$ cat src/rtl/mips_ctrl_pkg.sv
// mips_ctrl_pkg: shared encodings for the multi-cycle MIPS control unit
package mips_ctrl_pkg;

    localparam logic [3:0] S_IDLE     = 4'd0;
    localparam logic [3:0] S_FETCH    = 4'd1;
    localparam logic [3:0] S_DECODE   = 4'd2;
    localparam logic [3:0] S_MEM_ADDR = 4'd3;
    localparam logic [3:0] S_MEM_RD   = 4'd4;
    localparam logic [3:0] S_MEM_WB   = 4'd5;
    localparam logic [3:0] S_MEM_WR   = 4'd6;
    localparam logic [3:0] S_R_EXEC   = 4'd7;
    localparam logic [3:0] S_R_WB     = 4'd8;
    localparam logic [3:0] S_I_EXEC   = 4'd9;
    localparam logic [3:0] S_I_WB     = 4'd10;
    localparam logic [3:0] S_BRANCH   = 4'd11;
    localparam logic [3:0] S_TRAP     = 4'd12;

    localparam logic [5:0] OP_RTYPE = 6'b000000;
    localparam logic [5:0] OP_ADDI  = 6'b001000;
    localparam logic [5:0] OP_LW    = 6'b100011;
    localparam logic [5:0] OP_SW    = 6'b101011;
    localparam logic [5:0] OP_BEQ   = 6'b000100;

    localparam logic [5:0] F_ADD = 6'b100000;
    localparam logic [5:0] F_SUB = 6'b100010;
    localparam logic [5:0] F_AND = 6'b100100;
    localparam logic [5:0] F_OR  = 6'b100101;
    localparam logic [5:0] F_SLT = 6'b101010;

    localparam logic [3:0] ALU_AND = 4'b0000;
    localparam logic [3:0] ALU_OR  = 4'b0001;
    localparam logic [3:0] ALU_ADD = 4'b0010;
    localparam logic [3:0] ALU_SUB = 4'b0110;
    localparam logic [3:0] ALU_SLT = 4'b0111;

    localparam logic [1:0] ALUB_RT     = 2'b00;
    localparam logic [1:0] ALUB_FOUR   = 2'b01;
    localparam logic [1:0] ALUB_IMM    = 2'b10;
    localparam logic [1:0] ALUB_IMM_SH = 2'b11;

    localparam logic [1:0] PCSRC_ALU    = 2'b00;
    localparam logic [1:0] PCSRC_ALUOUT = 2'b01;

    // States that stall on the memory handshake and therefore run the wait counter
    function automatic logic is_wait(input logic [3:0] s);
        return (s == S_FETCH) || (s == S_MEM_RD) || (s == S_MEM_WR);
    endfunction

endpackage

$ cat src/rtl/mips_alu_dec.sv
// mips_alu_dec: R-type funct field to ALU operation and legality flag
module mips_alu_dec
    import mips_ctrl_pkg::*;
(
    input  logic [5:0] funct,
    output logic [3:0] alu_ctrl,
    output logic       legal
);

    // Map each supported funct to its ALU code; unknown funct flags illegal
    always_comb begin
        alu_ctrl = (funct == F_ADD) ? ALU_ADD :
                   (funct == F_SUB) ? ALU_SUB :
                   (funct == F_AND) ? ALU_AND :
                   (funct == F_OR)  ? ALU_OR  :
                   (funct == F_SLT) ? ALU_SLT : ALU_AND;
        legal    = (funct == F_ADD) || (funct == F_SUB) || (funct == F_AND) ||
                   (funct == F_OR)  || (funct == F_SLT);
    end

endmodule

$ cat src/rtl/mips_mc_ctrl.sv
// mips_mc_ctrl: multi-cycle MIPS control FSM with memory timeout, sticky status and retire counter
module mips_mc_ctrl
    import mips_ctrl_pkg::*;
#(
    parameter int unsigned CNT_W       = 16,
    parameter int unsigned MEM_TIMEOUT = 15
) (
    input  logic             clk,
    input  logic             rst_n,
    input  logic [5:0]       opcode,
    input  logic [5:0]       funct,
    input  logic             zero,
    input  logic             mem_ready,
    output logic             pc_write,
    output logic             pc_write_cond,
    output logic             iord,
    output logic             mem_read,
    output logic             mem_write,
    output logic             ir_write,
    output logic             reg_dst,
    output logic             mem_to_reg,
    output logic             reg_write,
    output logic             alu_src_a,
    output logic [1:0]       alu_src_b,
    output logic [3:0]       alu_ctrl,
    output logic [1:0]       pc_source,
    output logic [7:0]       status,
    output logic [CNT_W-1:0] retired
);

    localparam int unsigned WAIT_W = (MEM_TIMEOUT > 1) ? $clog2(MEM_TIMEOUT) : 1;
    localparam logic [WAIT_W-1:0] WAIT_MAX = WAIT_W'((MEM_TIMEOUT == 0) ? 0 : MEM_TIMEOUT - 1);

    logic [3:0]        state_q, state_d;
    logic [WAIT_W-1:0] wait_q, wait_d;
    logic              illegal_q, illegal_d;
    logic              timeout_q, timeout_d;
    logic              done_q, done_d;
    logic [CNT_W-1:0]  retired_q, retired_d;
    logic [3:0]        r_alu_ctrl;
    logic              r_legal;
    logic              timeout_hit;
    logic              retire;
    logic              unused_zero;

    // zero gates pc_write_cond in the datapath, not here
    assign unused_zero = zero;

    mips_alu_dec u_alu_dec (
        .funct    (funct),
        .alu_ctrl (r_alu_ctrl),
        .legal    (r_legal)
    );

    assign timeout_hit = (MEM_TIMEOUT != 0) && is_wait(state_q) && !mem_ready && (wait_q == WAIT_MAX);
    assign retire      = (state_q == S_MEM_WB) || (state_q == S_R_WB) || (state_q == S_I_WB) ||
                         (state_q == S_BRANCH) || ((state_q == S_MEM_WR) && mem_ready);
    assign status      = {illegal_q, timeout_q, done_q, 1'b0, state_q};
    assign retired     = retired_q;

    // State register
    always_ff @(posedge clk or negedge rst_n) begin
        if (!rst_n) state_q <= S_IDLE;
        else        state_q <= state_d;
    end

    // Wait counter, sticky flags, retire pulse and counter
    always_ff @(posedge clk or negedge rst_n) begin
        if (!rst_n) begin
            wait_q    <= '0;
            illegal_q <= 1'b0;
            timeout_q <= 1'b0;
            done_q    <= 1'b0;
            retired_q <= '0;
        end else begin
            wait_q    <= wait_d;
            illegal_q <= illegal_d;
            timeout_q <= timeout_d;
            done_q    <= done_d;
            retired_q <= retired_d;
        end
    end

    // Next-state sequencing; a memory stall that runs out diverts to TRAP
    always_comb begin
        state_d = state_q;
        case (state_q)
            S_IDLE:     state_d = S_FETCH;
            S_FETCH:    state_d = mem_ready ? S_DECODE : (timeout_hit ? S_TRAP : S_FETCH);
            S_DECODE: begin
                case (opcode)
                    OP_RTYPE:     state_d = r_legal ? S_R_EXEC : S_TRAP;
                    OP_ADDI:      state_d = S_I_EXEC;
                    OP_LW, OP_SW: state_d = S_MEM_ADDR;
                    OP_BEQ:       state_d = S_BRANCH;
                    default:      state_d = S_TRAP;
                endcase
            end
            S_MEM_ADDR: state_d = (opcode == OP_SW) ? S_MEM_WR : S_MEM_RD;
            S_MEM_RD:   state_d = mem_ready ? S_MEM_WB : (timeout_hit ? S_TRAP : S_MEM_RD);
            S_MEM_WR:   state_d = mem_ready ? S_FETCH : (timeout_hit ? S_TRAP : S_MEM_WR);
            S_R_EXEC:   state_d = S_R_WB;
            S_I_EXEC:   state_d = S_I_WB;
            S_MEM_WB, S_R_WB, S_I_WB, S_BRANCH, S_TRAP: state_d = S_FETCH;
            default:    state_d = S_IDLE;
        endcase
    end

    // Bookkeeping next values; illegal latches on any entry into TRAP
    always_comb begin
        wait_d    = (is_wait(state_q) && !mem_ready && !timeout_hit) ? wait_q + WAIT_W'(1) : '0;
        timeout_d = timeout_q | timeout_hit;
        illegal_d = illegal_q | ((state_d == S_TRAP) && (state_q != S_TRAP));
        done_d    = retire;
        retired_d = retired_q + CNT_W'(retire);
    end

    // Moore control decode; fetch load enables also wait for mem_ready
    always_comb begin
        pc_write      = 1'b0;
        pc_write_cond = 1'b0;
        iord          = 1'b0;
        mem_read      = 1'b0;
        mem_write     = 1'b0;
        ir_write      = 1'b0;
        reg_dst       = 1'b0;
        mem_to_reg    = 1'b0;
        reg_write     = 1'b0;
        alu_src_a     = 1'b0;
        alu_src_b     = ALUB_RT;
        alu_ctrl      = ALU_AND;
        pc_source     = PCSRC_ALU;
        case (state_q)
            S_FETCH: begin
                mem_read  = 1'b1;
                alu_src_b = ALUB_FOUR;
                alu_ctrl  = ALU_ADD;
                pc_write  = mem_ready;
                ir_write  = mem_ready;
            end
            S_DECODE: begin
                alu_src_b = ALUB_IMM_SH;
                alu_ctrl  = ALU_ADD;
            end
            S_MEM_ADDR, S_I_EXEC: begin
                alu_src_a = 1'b1;
                alu_src_b = ALUB_IMM;
                alu_ctrl  = ALU_ADD;
            end
            S_MEM_RD: begin
                mem_read = 1'b1;
                iord     = 1'b1;
            end
            S_MEM_WB: begin
                reg_write  = 1'b1;
                mem_to_reg = 1'b1;
            end
            S_MEM_WR: begin
                mem_write = 1'b1;
                iord      = 1'b1;
            end
            S_R_EXEC: begin
                alu_src_a = 1'b1;
                alu_ctrl  = r_alu_ctrl;
            end
            S_R_WB: begin
                reg_write = 1'b1;
                reg_dst   = 1'b1;
            end
            S_I_WB:     reg_write = 1'b1;
            S_BRANCH: begin
                alu_src_a     = 1'b1;
                alu_ctrl      = ALU_SUB;
                pc_write_cond = 1'b1;
                pc_source     = PCSRC_ALUOUT;
            end
            default: ;
        endcase
    end

endmodule
$ cat config.mk
export PLATFORM = sky130hd
export DESIGN_NAME = mips_mc_ctrl
export DESIGN_NICKNAME = d
export VERILOG_FILES = /design/src/rtl/mips_ctrl_pkg.sv /design/src/rtl/mips_alu_dec.sv /design/src/rtl/mips_mc_ctrl.sv
export SDC_FILE = /design/constraint.sdc
export NUM_CORES = 1
export LEC_CHECK = 0
export ABC_AREA = 1
export ABC_CLOCK_PERIOD_IN_PS = 1800
export CAP_MARGIN = 20
export CELL_PAD_IN_SITES_DETAIL_PLACEMENT = 1
export CELL_PAD_IN_SITES_GLOBAL_PLACEMENT = 1
export CORE_ASPECT_RATIO = 2
export CORE_UTILIZATION = 29
export DETAILED_ROUTE_END_ITERATION = 16
export GPL_ROUTABILITY_DRIVEN = 1
export HOLD_SLACK_MARGIN = 0.03
export PLACE_DENSITY_LB_ADDON = 0.1
export SKIP_CTS_REPAIR_TIMING = 1
export SLEW_MARGIN = 10
export SYNTH_ARGS = -nofsm -noshare
export SYNTH_HDL_FRONTEND = slang
export SYNTH_HIERARCHICAL = 1
export SYNTH_SLANG_ARGS = --single-unit
$ cat constraint.sdc
create_clock -name clk -period 1.8 [get_ports clk]
set_input_delay 0.18 -clock clk [delete_from_list [all_inputs] [get_ports clk]]
set_output_delay 0.18 -clock clk [all_outputs]
set_load 0.05 [all_outputs]
==> flow_metrics.tcl <==
set metrics [dict create \
    numCtsBuffers 3 \
    die_x_um 55.9 \
    synth_fa_ha_area_frac 0.0297 \
    detailed_place.area_sq_um 2640 \
    wl_mm 5.43 \
    synth_top_family_by_area "simple AND/OR/NAND/NOR gates" \
    rsz0062_at_grt "true" \
    drive_above_1_share 0.360 \
    yosys_most_used_dff "dfrtp_1" \
    dr.first_iter.drc_count 16 \
    fin_area_sq_um 2930 \
    die_height_um 110 \
    firstDrtPassIters 4 \
    start_util 0.298 \
    slowest_stage "dfrtp_2" \
    track_usage 0.179 \
    final_antenna_net_count 0 \
    fin_skew_ps 4.66 \
    cp-start-kind "flop" \
    yosysSeqAreaShare 0.401 \
    port_buffers 53 \
    p_int_uw 2120 \
    status "finished with violations" \
    synth.avg_cell_area_sq_um 7.49 \
    layout.nets 329 \
    synthMuxAreaShare 0 \
    dr_wl_met3_um 139 \
    synth_cells 225 \
    synth_top_area_frac 0.401 \
    yosys.cell_count.top_type "nand2_1" \
    p_sw_uw 2040 \
    wl_per_cell_um 14.7 \
    end_kind "flop" \
    synth-async-reset-ratio 1.00 \
    clock_latency_ps 260 \
    period_minus_slack_ps 1960 \
    placedCellCount 354 \
    synth-edff-count 0 \
    cellLeakagePower_uw 0.00145 \
    synth_common_cells "35 x nand2_1, 34 x nor2_1, 33 x inv_1" \
    p_comb_frac 0.649 \
    synth_compound_area_frac 0.0215 \
    coreArea_sq_um 5660 \
    pwr-share-clk 0.123 \
    grt_overflow 0 \
    gp_congestion 0.841 \
    worst_pin_slew_ps 871 \
    cp_cell_sequence "nor2_4, inv_2, nor2_4, a21oi_2, nand2_2, ha_4, ha_4, nand3_4, nor3_4, inv_1, nor2_1, xor2_1" \
    synth_xor_area_frac 0.0831 \
    htreeDepth 1 \
    relSlewSlack 0.417 \
    grt_pass1_vias 1789 \
    wl_met1_mm 1.72 \
    ir_drop_mv 1.61 \
    cts_tree "built" \
    power.density_nw_per_um2 1420 \
    fin_ws_ps -158 \
    finalHoldViolCount 0 \
    yosysWarnings 6 \
    drv_cap 0 \
    route.met2.wl_mm 3.38 \
    crit_path_max_incr_delay_ps 440 \
    fin_cells 369 \
    ctsRootBufferMaster "clkbuf_16" \
    violations "negative setup slack" \
    fin_crit_sh 1.09 \
    max_freq_mhz 511 \
    grt_max_degree 28 \
    synth-simple-area-share 0.338 \
    slew_violations 0 \
    dieArea_sq_um 6140 \
    drcViolationCount 0 \
    routed-via-count 1753 \
    crit_required_ps 1990 \
    syn_area_sq_um 1690 \
    swShare 0.491 \
    hold_path.class "input port to asynchronous set/reset pin" \
    cts.sinks 27 \
    clkTransAtPathRegs_ps 70 \
    netlist.top_cell.by_area "dfrtp_1" \
    dp_hpwl_mm 4.26 \
    routed.top_layer "met4" \
    setup_viol 13 \
    cts_max_path_buffers 2 \
    syn2layout_area_growth_pct 73.8 \
    synthTopCellsByArea "dfrtp_1 40%, nand3_1 8.0%, nand2_1 7.8%, nor2_1 7.6%, inv_1 7.3%" \
    grt_pass1_wl_mm 8.40 \
    via_per_inst 4.75 \
    power_frac_seq 0.228 \
    ys_ff_latch 27 \
    antenna_found_initial 0 \
    core.rowCount 39 \
    ys_types 23 \
    ios 58 \
    crit_type "flop to flop" \
    path_max_fanout 4 \
    antenna_cells 0 \
    arrival_ps 2140 \
]
## placed cells by master, fill, tap and decap left out, types with 9 or more instances in the layout
cell type        Yosys  layout
inv_1               33      30
buf_12               0      16
nor2_4               2      11
clkdlybuf4s50_1      0      29
inv_2                6       9
xor2_1              12      12
nand2_1             35      29
nand2_2              4       9
buf_4                8      39
nor2_1              34      27
dfrtp_1             27      23
nand3_1             27      21
## registers in the layout, indices dropped and copies added (netlist names)
| register | flops |
|---|---|
| retired | 16 |
| state_q | 4 |
| wait_q | 4 |
| done_q | 1 |
| illegal_q | 1 |
| timeout_q | 1 |
## worst paths after layout
kind                                            start                    end  slack [ps]  cells past startpoint
worst min-delay path                            rst_n  retired[11]$_DFF_PN0_         310                      2
min in group clk                retired[15]$_DFF_PN0_  retired[15]$_DFF_PN0_         460                      1
worst max-delay path             state_q[3]$_DFF_PN0_  retired[14]$_DFF_PN0_        -160                     12
worst max register to register   state_q[3]$_DFF_PN0_  retired[14]$_DFF_PN0_        -160                     12
worst min register to register  retired[15]$_DFF_PN0_  retired[15]$_DFF_PN0_         460                      1
max in group asynchronous                       rst_n   state_q[3]$_DFF_PN0_        1190                      2
## final cells by class
type                    instances  area [sq um]
fillers                       659          2730
multi-input cells             152          1020
repair buffers                 86           927
flip-flops and latches         27           681
inverters                      39           146
clock buffers                   4          78.8
well taps                      61          76.3
## critical path, delay by kind of cell, from the launching register on
family                     cells  cell delay, ps
adders and majority gates      2             310
AOI/OAI and AO/OA              1              60
and+or+nand+nor                6             770
buffers and inverters          2             150
DFF                            1             440
xor gates and xnor gates       1             150
## power by group through the flow
stage,clock network [uW],registers (uW),logic [uW]
finish,511,948,2700
global route,547,976,2850
CTS,529,927,2530
detailed placement,0,938,2520
global placement,0,929,2520
floorplan,0,1330,997
## per-layer routing
layer / vias to the layer above / track usage
li1: 856 / -
met1: 838 / 0.161
met2: 49 / 0.384
met3: 10 / 0.0224
met4: 0 / 0.0732
met5: - / 0
## cell families (layout without fill, tap and decap cells)
logic type      Yosys count  after routing
compound gates            6              6
xor+xnor                 16             16
fa+ha+maj                 4              4
buf+inv                  47            129
flops                    27             27
other cells               2              3
simple gates            123            123
## metrics by stage
step                      setup slack (ps)  total power (uW)   util  TNS [ps]  hold slack (ps)
after floorplan                       -601              2320      -     -5840             -116
after global placement                -173              3450  0.466      -954              447
after detailed placement              -276              3460  0.466     -1600              451
after CTS                             -319              3990  0.480     -2040              318
after global routing                  -317              4370  0.517     -2780              324
final                                 -158              4160  0.517     -1060              305
Note: power is estimated with default switching activity, not from simulation.
